**src/rtl/ms_usr_pkg.sv**
```systemverilog
// Shared definitions for the master-slave universal shift register:
// operation codes, controller state encoding and a mode classifier.
package ms_usr_pkg;

    // Operation codes presented on mode together with start
    localparam logic [2:0] MODE_HOLD = 3'b000;
    localparam logic [2:0] MODE_SHL  = 3'b001;
    localparam logic [2:0] MODE_SHR  = 3'b010;
    localparam logic [2:0] MODE_ROL  = 3'b011;
    localparam logic [2:0] MODE_ROR  = 3'b100;
    localparam logic [2:0] MODE_LOAD = 3'b101;
    localparam logic [2:0] MODE_ASR  = 3'b110;
    localparam logic [2:0] MODE_CLR  = 3'b111;

    // Controller states
    typedef enum logic [1:0] {
        ST_IDLE  = 2'd0,
        ST_SHIFT = 2'd1,
        ST_DONE  = 2'd2
    } state_t;

    // True for modes that repeat one step 'count' times; the rest complete in one edge
    function automatic logic is_shift_mode(input logic [2:0] m);
        logic r;
        case (m)
            MODE_SHL, MODE_SHR, MODE_ROL, MODE_ROR, MODE_ASR: r = 1'b1;
            default:                                          r = 1'b0;
        endcase
        return r;
    endfunction

endpackage

```
**src/rtl/ms_usr_next.sv**
```systemverilog
// One-step next-value function of the universal shift register.
// Purely combinational: given the current contents and an operation code,
// produce what the register holds after a single step of that operation.
module ms_usr_next
    import ms_usr_pkg::*;
#(
    parameter int WIDTH = 8
) (
    input  logic [WIDTH-1:0] i_q,
    input  logic [2:0]       i_mode,
    input  logic [WIDTH-1:0] i_pdin,
    input  logic             i_sin_l,
    input  logic             i_sin_r,
    output logic [WIDTH-1:0] o_next
);

    // Decode the operation into a single-step result
    always_comb begin
        o_next = i_q;
        case (i_mode)
            MODE_HOLD: o_next = i_q;
            MODE_SHL:  o_next = {i_q[WIDTH-2:0], i_sin_r};
            MODE_SHR:  o_next = {i_sin_l, i_q[WIDTH-1:1]};
            MODE_ROL:  o_next = {i_q[WIDTH-2:0], i_q[WIDTH-1]};
            MODE_ROR:  o_next = {i_q[0], i_q[WIDTH-1:1]};
            MODE_LOAD: o_next = i_pdin;
            MODE_ASR:  o_next = {i_q[WIDTH-1], i_q[WIDTH-1:1]};
            MODE_CLR:  o_next = '0;
            default:   o_next = i_q;
        endcase
    end

endmodule

```
**src/rtl/ms_univ_shift_reg.sv**
```systemverilog
// Universal shift register on rising-edge (master-slave) storage.
// Single-cycle operations (hold, load, clear) complete at the start edge;
// shift/rotate operations repeat one step per edge for 'count' edges while
// busy is high. Every operation ends with a one-cycle done pulse. 'master'
// is the value q will take at the next rising edge, so q simply registers it.
module ms_univ_shift_reg
    import ms_usr_pkg::*;
#(
    parameter int WIDTH = 8,
    parameter int CNT_W = 4
) (
    input  logic             clk,
    input  logic             rst,
    input  logic             start,
    input  logic [2:0]       mode,
    input  logic [CNT_W-1:0] count,
    input  logic [WIDTH-1:0] pdin,
    input  logic             sin_l,
    input  logic             sin_r,
    output logic [WIDTH-1:0] master,
    output logic [WIDTH-1:0] q,
    output logic             sout_l,
    output logic             sout_r,
    output logic             busy,
    output logic             done
);

    state_t           r_state;
    state_t           w_state_nxt;
    logic [2:0]       r_mode;
    logic [CNT_W-1:0] r_rem;
    logic [WIDTH-1:0] r_q;

    logic [2:0]       w_step_mode;
    logic [WIDTH-1:0] w_step;
    logic [WIDTH-1:0] w_master;
    logic             w_latch;
    logic             w_busy;
    logic             w_done;

    // In IDLE the step follows the live request; during a shift it follows the latched mode
    assign w_step_mode = (r_state == ST_IDLE) ? mode : r_mode;

    ms_usr_next #(
        .WIDTH (WIDTH)
    ) u_next (
        .i_q     (r_q),
        .i_mode  (w_step_mode),
        .i_pdin  (pdin),
        .i_sin_l (sin_l),
        .i_sin_r (sin_r),
        .o_next  (w_step)
    );

    // Controller state register
    always_ff @(posedge clk or posedge rst) begin
        if (rst) begin
            r_state <= ST_IDLE;
        end else begin
            r_state <= w_state_nxt;
        end
    end

    // Next state, master selection and handshake decode
    always_comb begin
        w_state_nxt = r_state;
        w_master    = r_q;
        w_latch     = 1'b0;
        w_busy      = 1'b0;
        w_done      = 1'b0;
        case (r_state)
            ST_IDLE: begin
                if (start) begin
                    if (is_shift_mode(mode)) begin
                        // Shifts begin on the edge after the request; q holds at the start edge
                        if (count != '0) begin
                            w_latch     = 1'b1;
                            w_state_nxt = ST_SHIFT;
                        end else begin
                            w_state_nxt = ST_DONE;
                        end
                    end else begin
                        w_master    = w_step;
                        w_state_nxt = ST_DONE;
                    end
                end
            end
            ST_SHIFT: begin
                w_busy   = 1'b1;
                w_master = w_step;
                if (r_rem == CNT_W'(1)) begin
                    w_state_nxt = ST_DONE;
                end
            end
            ST_DONE: begin
                w_done      = 1'b1;
                w_state_nxt = ST_IDLE;
            end
            default: begin
                w_state_nxt = ST_IDLE;
            end
        endcase
    end

    // Storage: q always takes the master value, which already encodes hold cases
    always_ff @(posedge clk or posedge rst) begin
        if (rst) begin
            r_q <= '0;
        end else begin
            r_q <= w_master;
        end
    end

    // Latched operation and remaining-shift counter
    always_ff @(posedge clk or posedge rst) begin
        if (rst) begin
            r_mode <= MODE_HOLD;
            r_rem  <= '0;
        end else if (w_latch) begin
            r_mode <= mode;
            r_rem  <= count;
        end else if (r_state == ST_SHIFT) begin
            r_rem  <= r_rem - CNT_W'(1);
        end
    end

    assign master = w_master;
    assign q      = r_q;
    assign sout_l = r_q[WIDTH-1];
    assign sout_r = r_q[0];
    assign busy   = w_busy;
    assign done   = w_done;

endmodule

```
**config.mk**
```make
export PLATFORM = sky130hd
export DESIGN_NAME = ms_univ_shift_reg
export DESIGN_NICKNAME = d
export VERILOG_FILES = /design/src/rtl/ms_usr_pkg.sv /design/src/rtl/ms_usr_next.sv /design/src/rtl/ms_univ_shift_reg.sv
export SDC_FILE = /design/constraint.sdc
export NUM_CORES = 1
export LEC_CHECK = 0
export ABC_AREA = 1
export CORE_AREA = 2 2 55 57
export DETAILED_ROUTE_END_ITERATION = 8
export DIE_AREA = 0 0 57 59
export MAX_ROUTING_LAYER = met4
export PLACE_DENSITY = 0.83
export RECOVER_POWER = 100
export SLEW_MARGIN = 5
export SYNTH_ARGS = -nofsm -noshare
export SYNTH_HDL_FRONTEND = slang
export SYNTH_HIERARCHICAL = 1
export SYNTH_SLANG_ARGS = --single-unit
```
**constraint.sdc**
```tcl
create_clock -name clk -period 3.45 [get_ports clk]
set_input_delay 0.8625 -clock clk [delete_from_list [all_inputs] [get_ports clk]]
set_output_delay 0.8625 -clock clk [all_outputs]
set_load 0.02 [all_outputs]
```
==> results of run 1 <==
==> metrics by stage <==
step	TNS (ns)	total power, W	setup WS [ns]	instances
4_1_cts	-0.01209	0.002051	-0.01209	288
2_1_floorplan	0	0.001429	0.4917	202
3_5_place_dp	-4.208	0.001930	-0.5635	279
5_1_grt	0	0.002246	0.05897	288
3_3_place_gp	-3.930	0.001908	-0.5182	279
6_report	0	0.002081	0.2110	288
==> what timing repair did <==
item / in CTS / in global routing
gates cloned: 2 / 0
endpoints found under the setup margin: 8 / 8
hold buffers: 0 / 0
buffers inserted: 3 / 0
resized for setup: 42 / 16
pin swaps: 2 / 8
==> worst max path at each step <==
| stage | end | depth (start not counted) |
|---|---|---|
| after global routing | master[0] | 16 |
| after CTS | master[0] | 15 |
| after detailed placement | master[3] | 15 |
| after global placement | master[6] | 15 |
| final | master[0] | 15 |
| after floorplan | master[1] | 11 |
==> cell usage after synthesis <==
master    instances  area [sq um]
nand2_1          40         150.1
nor2_1           35         131.4
inv_1            29         108.9
dfrtp_1          17         425.4
nand3_1          14         70.07
nand4_1          11         68.82
o21ai_0          11         55.05
o21ai_1           7         35.03
buf_6             4         45.04
inv_2             4         15.01
a21oi_1           3         15.01
buf_4             3         22.52
nand2_2           3         18.77
nand2_4           3         33.78
ha_1              2         25.02
nor2_4            2         22.52
o21a_1            2         15.01
buf_2             1         5.000
clkinv_2          1         5.000
nand3_2           1         10.01
nand3_4           1         17.52
nor2_2            1         6.260
nor2_8            1         20.02
nor3_1            1         5.000
nor3b_1           1         7.510
o21ai_2           1         8.760
or2_2             1         6.260
xnor2_1           1         8.760
xor2_1            1         8.760
==> state kept, by name, indices dropped and copies added (netlist names) <==
signal	cells
r_rem	4
r_state	2
r_mode	3
q	8
==> final cells by class <==
type                       instances  area (sq um)  area share
timing repair buffer              59         506.7      0.2663
multi-input combinational        143         775.7      0.4076
tap                               31         38.79     0.02038
inverter                          34         130.1     0.06838
clock buffer                       4         26.28     0.01381
sequential                        17         425.4      0.2235
==> routing by layer <==
layer  share of wire  global-route usage  wire length, um
met1            0.44              0.2770             1634
met2            0.49              0.3793             1823
met3           0.045             0.04585              167
met4           0.020             0.09635               74
met5               0                   -                0
==> layout by cell type, fill, tap and decap left out, types with 5 or more instances in the layout <==
cell / Yosys / final
nand4_1: 11 / 11
o21ai_0: 11 / 13
buf_4: 3 / 17
dlygate4sd3_1: 0 / 14
clkbuf_1: 0 / 6
nor2_1: 35 / 35
dfrtp_1: 17 / 17
inv_2: 4 / 5
clkdlybuf4s50_1: 0 / 14
nand3_1: 14 / 15
nand2_1: 40 / 39
inv_1: 29 / 28
==> worst max-delay path, cell delays in order <==
cell,delay (ns)
dlymetal6s2s_1,0.13
nor2_1,0.09
a21oi_1,0.05
buf_4,0.16
buf_4,0.15
buf_4,0.13
nand4_1,0.08
nand2_1,0.05
nor2_1,0.11
nand3_1,0.09
inv_1,0.06
nand2_1,0.04
o21ai_0,0.09
inv_1,0.10
clkbuf_2,0.16
==> power by group through the flow <==
| stage | sequential [W] | clock [W] | combinational [W] |
|---|---|---|---|
| 2_1_floorplan | 0.000443 | 0 | 0.000986 |
| 3_5_place_dp | 0.000409 | 0 | 0.00152 |
| 4_1_cts | 0.000405 | 0.000114 | 0.00153 |
| 3_3_place_gp | 0.000406 | 0 | 0.00150 |
| 6_report | 0.000406 | 0.000111 | 0.00156 |
| 5_1_grt | 0.000418 | 0.000124 | 0.00170 |
==> cells by family after synthesis <==
| logic type | Yosys count |
|---|---|
| and+or+nand+nor | 115 |
| DFF | 17 |
| adders and majority gates | 2 |
| buffers and inverters | 42 |
| xor gates and xnor gates | 2 |
| AOI/OAI and AO/OA | 24 |
==> impl_metrics.ini, run 1 <==
[synth]
synth_fp_nets = 224
synth_mux_area_frac = 0
ys_ff_latch = 17
synth_fa_ha_area_frac = 0.01832
synth-compound-area-share = 0.09432
yosys.area_share.simple = 0.4158
synth_top_family_by_area = simple AND/OR/NAND/NOR gates
synthCells = 202
synth_xor_area_frac = 0.01282
yosys_warnings = 6
avgSynthCellArea_sq_um = 6.764
synth_cell_types = 29
ys_seq_area_frac = 0.3114
netlist_area_sq_um = 1366

[hold_path]
hold_depth = 2
min_to = r_mode[2]
hp-class = flop to flop
hp-start = r_mode[2]

[setup_path]
r2r_end = q[0]
worst_setup_path_end_kind = primary output
worstPathRequired_ns = 2.59
timing.reg2reg.setup_slack_ns = 1.43
critPathMaxFanout = 4
cp.arrival_ns = 2.38
worstSetupPathType = primary input to primary output
r2r_start = r_state[0]
crit_path_start = mode[1]
worstRegToRegCells = 15
crit_path_start_kind = primary input

[cts]
cts_made_buffers = 3
cts.sinks = 17
cts-htree-levels = 1
cts_tree = done
clockRootBuffer = clkbuf_4
clockBufferDepth = 2
clk_pin_slew_ns = 0.11
clk_latency_ns = 0.29

[power]
clockPowerShare = 0.053
comb_power_share = 0.752
internal_power_w = 0.0009407
power_leakage_nw = 0.9900
peakVddDrop_mv = 0.8763
swShare = 0.5480
p_switching_w = 0.001141
powerDensity_nw_per_um2 = 1094
p_seq_frac = 0.195

[floorplan]
die_w_um = 57
core-area_sq_um = 2710
start_util = 0.5042
rows = 19
die_h_um = 59
die_area_sq_um = 3363
ios = 40

[route]
wl_per_cell_um = 12.85
drtIter0Drc = 46
drcViolationCount = 0
first_pass_iters = 4
vias = 1501
drtAntennaViolNets = 0
via_per_inst = 5.212
routed_wl_mm = 3.700

[sta]
layout_min_cycle_time_ns = 3.239
setup_viol = 0
clock-skew-final_ns = 0.008652
grt_setup_unrepaired = no
slew_headroom = 0.5618
hold_viol = 0
whs_ns = 0.5185
tightest_slew_ns = 0.6565
max_freq_mhz = 308.7
timing.final.crit_share = 0.9388
slew_violations = 0

[final_layout]
n_fill_cell = 235
nets = 280
drive_gt1_frac = 0.1907
syn2layout_area_growth_pct = 39.29
fin_area_sq_um = 1903
final_util = 0.7022
num_antenna_cells = 0

[placed_design]
place_congestion = 0.9361
dp_hpwl_mm = 2.431
io_buffers = 39
place_area_sq_um = 1836

[global_routing]
antenna_found_initial = 0
grt_use_total = 0.2301
grt_pass1_wl_mm = 5.858
grt_pass1_vias = 1358
grt_overflow = 0
grt_max_degree = 18

[status]
status = finished, final reports clean

[flow_run]
max_cap_viol_count = 0
No activity file was read; power rests on OpenSTA's default activity.
==> inputs of run 2 (changes only) <==
- CORE_AREA: 2 2 55 57 -> 2 2 60 62
- DIE_AREA: 0 0 57 59 -> 0 0 62 64
- PLACE_DENSITY: 0.83 -> 0.74
- clock period: 3.45 -> 2.8 ns (I/O delays scaled with it)
==> run 2 against run 1 <==
  * Cell count increased by 14%
  * Clock skew decreased by 0.0066 ns
  * Sequential share of layout area decreased by 2.9 points
  * Design area increased by 15%
  * Wire length increased by 0.89%
  * Setup slack got worse by 0.19 ns
  * Critical path depth increased by 2
  * First-iteration DRC count increased by 48%
  * Critical endpoint is now q[7]
  * Highest routed layer unchanged
==> impl_metrics.ini, run 2 (synthesis results as in run 1) <==
[route]
drcViolationCount = 0
drtAntennaViolNets = 0
vias = 1590
first_pass_iters = 4
wl_per_cell_um = 11.35
drtIter0Drc = 68
routed_wl_mm = 3.733
via_per_inst = 4.833

[sta]
slew_violations = 0
timing.final.crit_share = 0.9940
hold_viol = 0
setup_viol = 0
max_freq_mhz = 359.3
fin_ws_ns = 0.01690
clock-skew-final_ns = 0.002056
layout_min_cycle_time_ns = 2.783
slew_headroom = 0.5638
whs_ns = 0.5234
tightest_slew_ns = 0.6536
tns_ns = 0
grt_setup_unrepaired = yes

[final_layout]
num_antenna_cells = 0
nets = 306
final_common_cell = buf_4
largest_register_ffs = 8
drive_gt1_frac = 0.3286
layout_common_cells = 38 x buf_4, 36 x nand2_1, 34 x nor2_1, 26 x inv_1, 25 x clkdlybuf4s50_1
fin_area_sq_um = 2190
final_util = 0.6667
n_fill_cell = 300
syn2layout_area_growth_pct = 60.26

[power]
peakVddDrop_mv = 0.5252
power_leakage_nw = 1.131
powerDensity_nw_per_um2 = 1521

[setup_path]
cp_slowest_cell = dlygate4sd3_1
worstSetupPathType = primary input to flop
worst_setup_path_end_kind = flop
crit_path_start = start
r2r_start = r_state[1]
cp.arrival_ns = 2.99
max_stage_delay_ns = 0.52
crit_chain = dlygate4sd3_1 -> inv_1 -> nor2_1 -> nand3_2 -> nand2_4 -> nand2_1 -> o21ai_1 -> inv_1 -> buf_4 -> buf_4 -> buf_4 -> buf_4 -> buf_4 -> buf_4 -> buf_4 -> buf_4 -> buf_4
cpMostUsedCell = buf_4
cp_top_family = buffers and inverters
critPathMaxFanout = 15
crit_path_start_kind = primary input
worst-path-buf-inv = 12
worstPathRequired_ns = 3.00

[cts]
clockBufferDepth = 2
clockRootBuffer = clkbuf_4
cts-hold-fix-buffers = 0
cts_tree = done
clk_pin_slew_ns = 0.11
clk_latency_ns = 0.30
cts_made_buffers = 3
cts-htree-levels = 1
cts.sinks = 17

[floorplan]
start_util = 0.4160
die_area_sq_um = 3968
die_h_um = 64
rows = 21
die_w_um = 62
core-area_sq_um = 3284
ios = 40

[global_routing]
grt_pass1_wl_mm = 5.989
grt_pass1_vias = 1442
grt_overflow = 0
antenna_found_initial = 0
grt_max_degree = 18
grt_use_total = 0.2026

[placed_design]
place_ws_ns = -0.8716
place_area_sq_um = 1917
io_buffers = 39
place_congestion = 0.9368
dp_hpwl_mm = 2.420

[hold_path]
hp-class = flop to flop
hp-start = r_mode[0]

[flow_run]
max_cap_viol_count = 0

[status]
status = finished, final reports clean
-- run 2: changes by cell type in the layout (fill, tap and decap cells not counted), moves of 3 or more --
cell / change
nand2_2: +3
dlygate4sd3_1: -11
buf_4: +21
clkbuf_1: -6
clkdlybuf4s50_1: +11
buf_6: +10
nand2_1: -3
dlymetal6s2s_1: -3
o21ai_2: +4
o21ai_1: +3
o21ai_0: -5
-- run 2: per-stage QoR --
step | total power [W] | instances
after CTS | 0.003077 | 324
after floorplan | 0.001761 | 202
final | 0.003331 | 329
after global routing | 0.003612 | 329
after detailed placement | 0.002512 | 299
after global placement | 0.002484 | 299
-- run 2: area by class of cell --
cell class              count  area, sq um  share of cell area
clock buffers               3        22.52             0.01029
clock inverters             1        5.005            0.002286
inverters                  34        132.6             0.06057
multi-input cells         144        783.3              0.3577
flip-flops and latches     17        425.4              0.1943
well taps                  46        57.56             0.02629
repair buffers             84        763.2              0.3486
-- run 2: per-layer routing --
metal / global-route usage / up-vias / routed length, um
li1: - / 802 / -
met1: 0.2389 / 733 / 1633
met2: 0.3477 / 47 / 1875
met3: 0.02024 / 8 / 154
met4: 0.06915 / 0 / 69
met5: - / - / 0
-- run 2: path summary, 6_finish.rpt --
path                                   end  slack (ns)  depth (start not counted)
worst min register to register   r_mode[0]        0.52                          2
worst max register to register        q[7]        0.05                         23
min in group asynchronous             q[5]        0.92                          2
max in group asynchronous       r_state[0]        1.47                          2
worst max-delay path                  q[7]        0.02                         17
worst min-delay path             r_mode[0]        0.52                          2
-- run 2: worst register-to-register path: cells and delay by family, from the launching register on --
| family | cells | cell delay, ns |
|---|---|---|
| buffers and inverters | 15 | 1.65 |
| flip-flops | 1 | 0.41 |
| AND/OR/NAND/NOR | 6 | 0.37 |
| AO/OA/AOI/OAI | 2 | 0.23 |
-- run 2: what timing repair did --
item                                    4_1_cts  5_1_grt
resized for setup                            61       28
endpoints found under the setup margin        8       10
pin swaps                                     9       14
setup buffers                                20        6
cloned                                        1        0
-- run 2: power breakdown --
part | total, W | internal [W] | switching (W)
clock | 0.000138 | 0.0000532 | 0.0000846
sequential | 0.000503 | 0.000372 | 0.000131
combinational | 0.00269 | 0.00137 | 0.00132
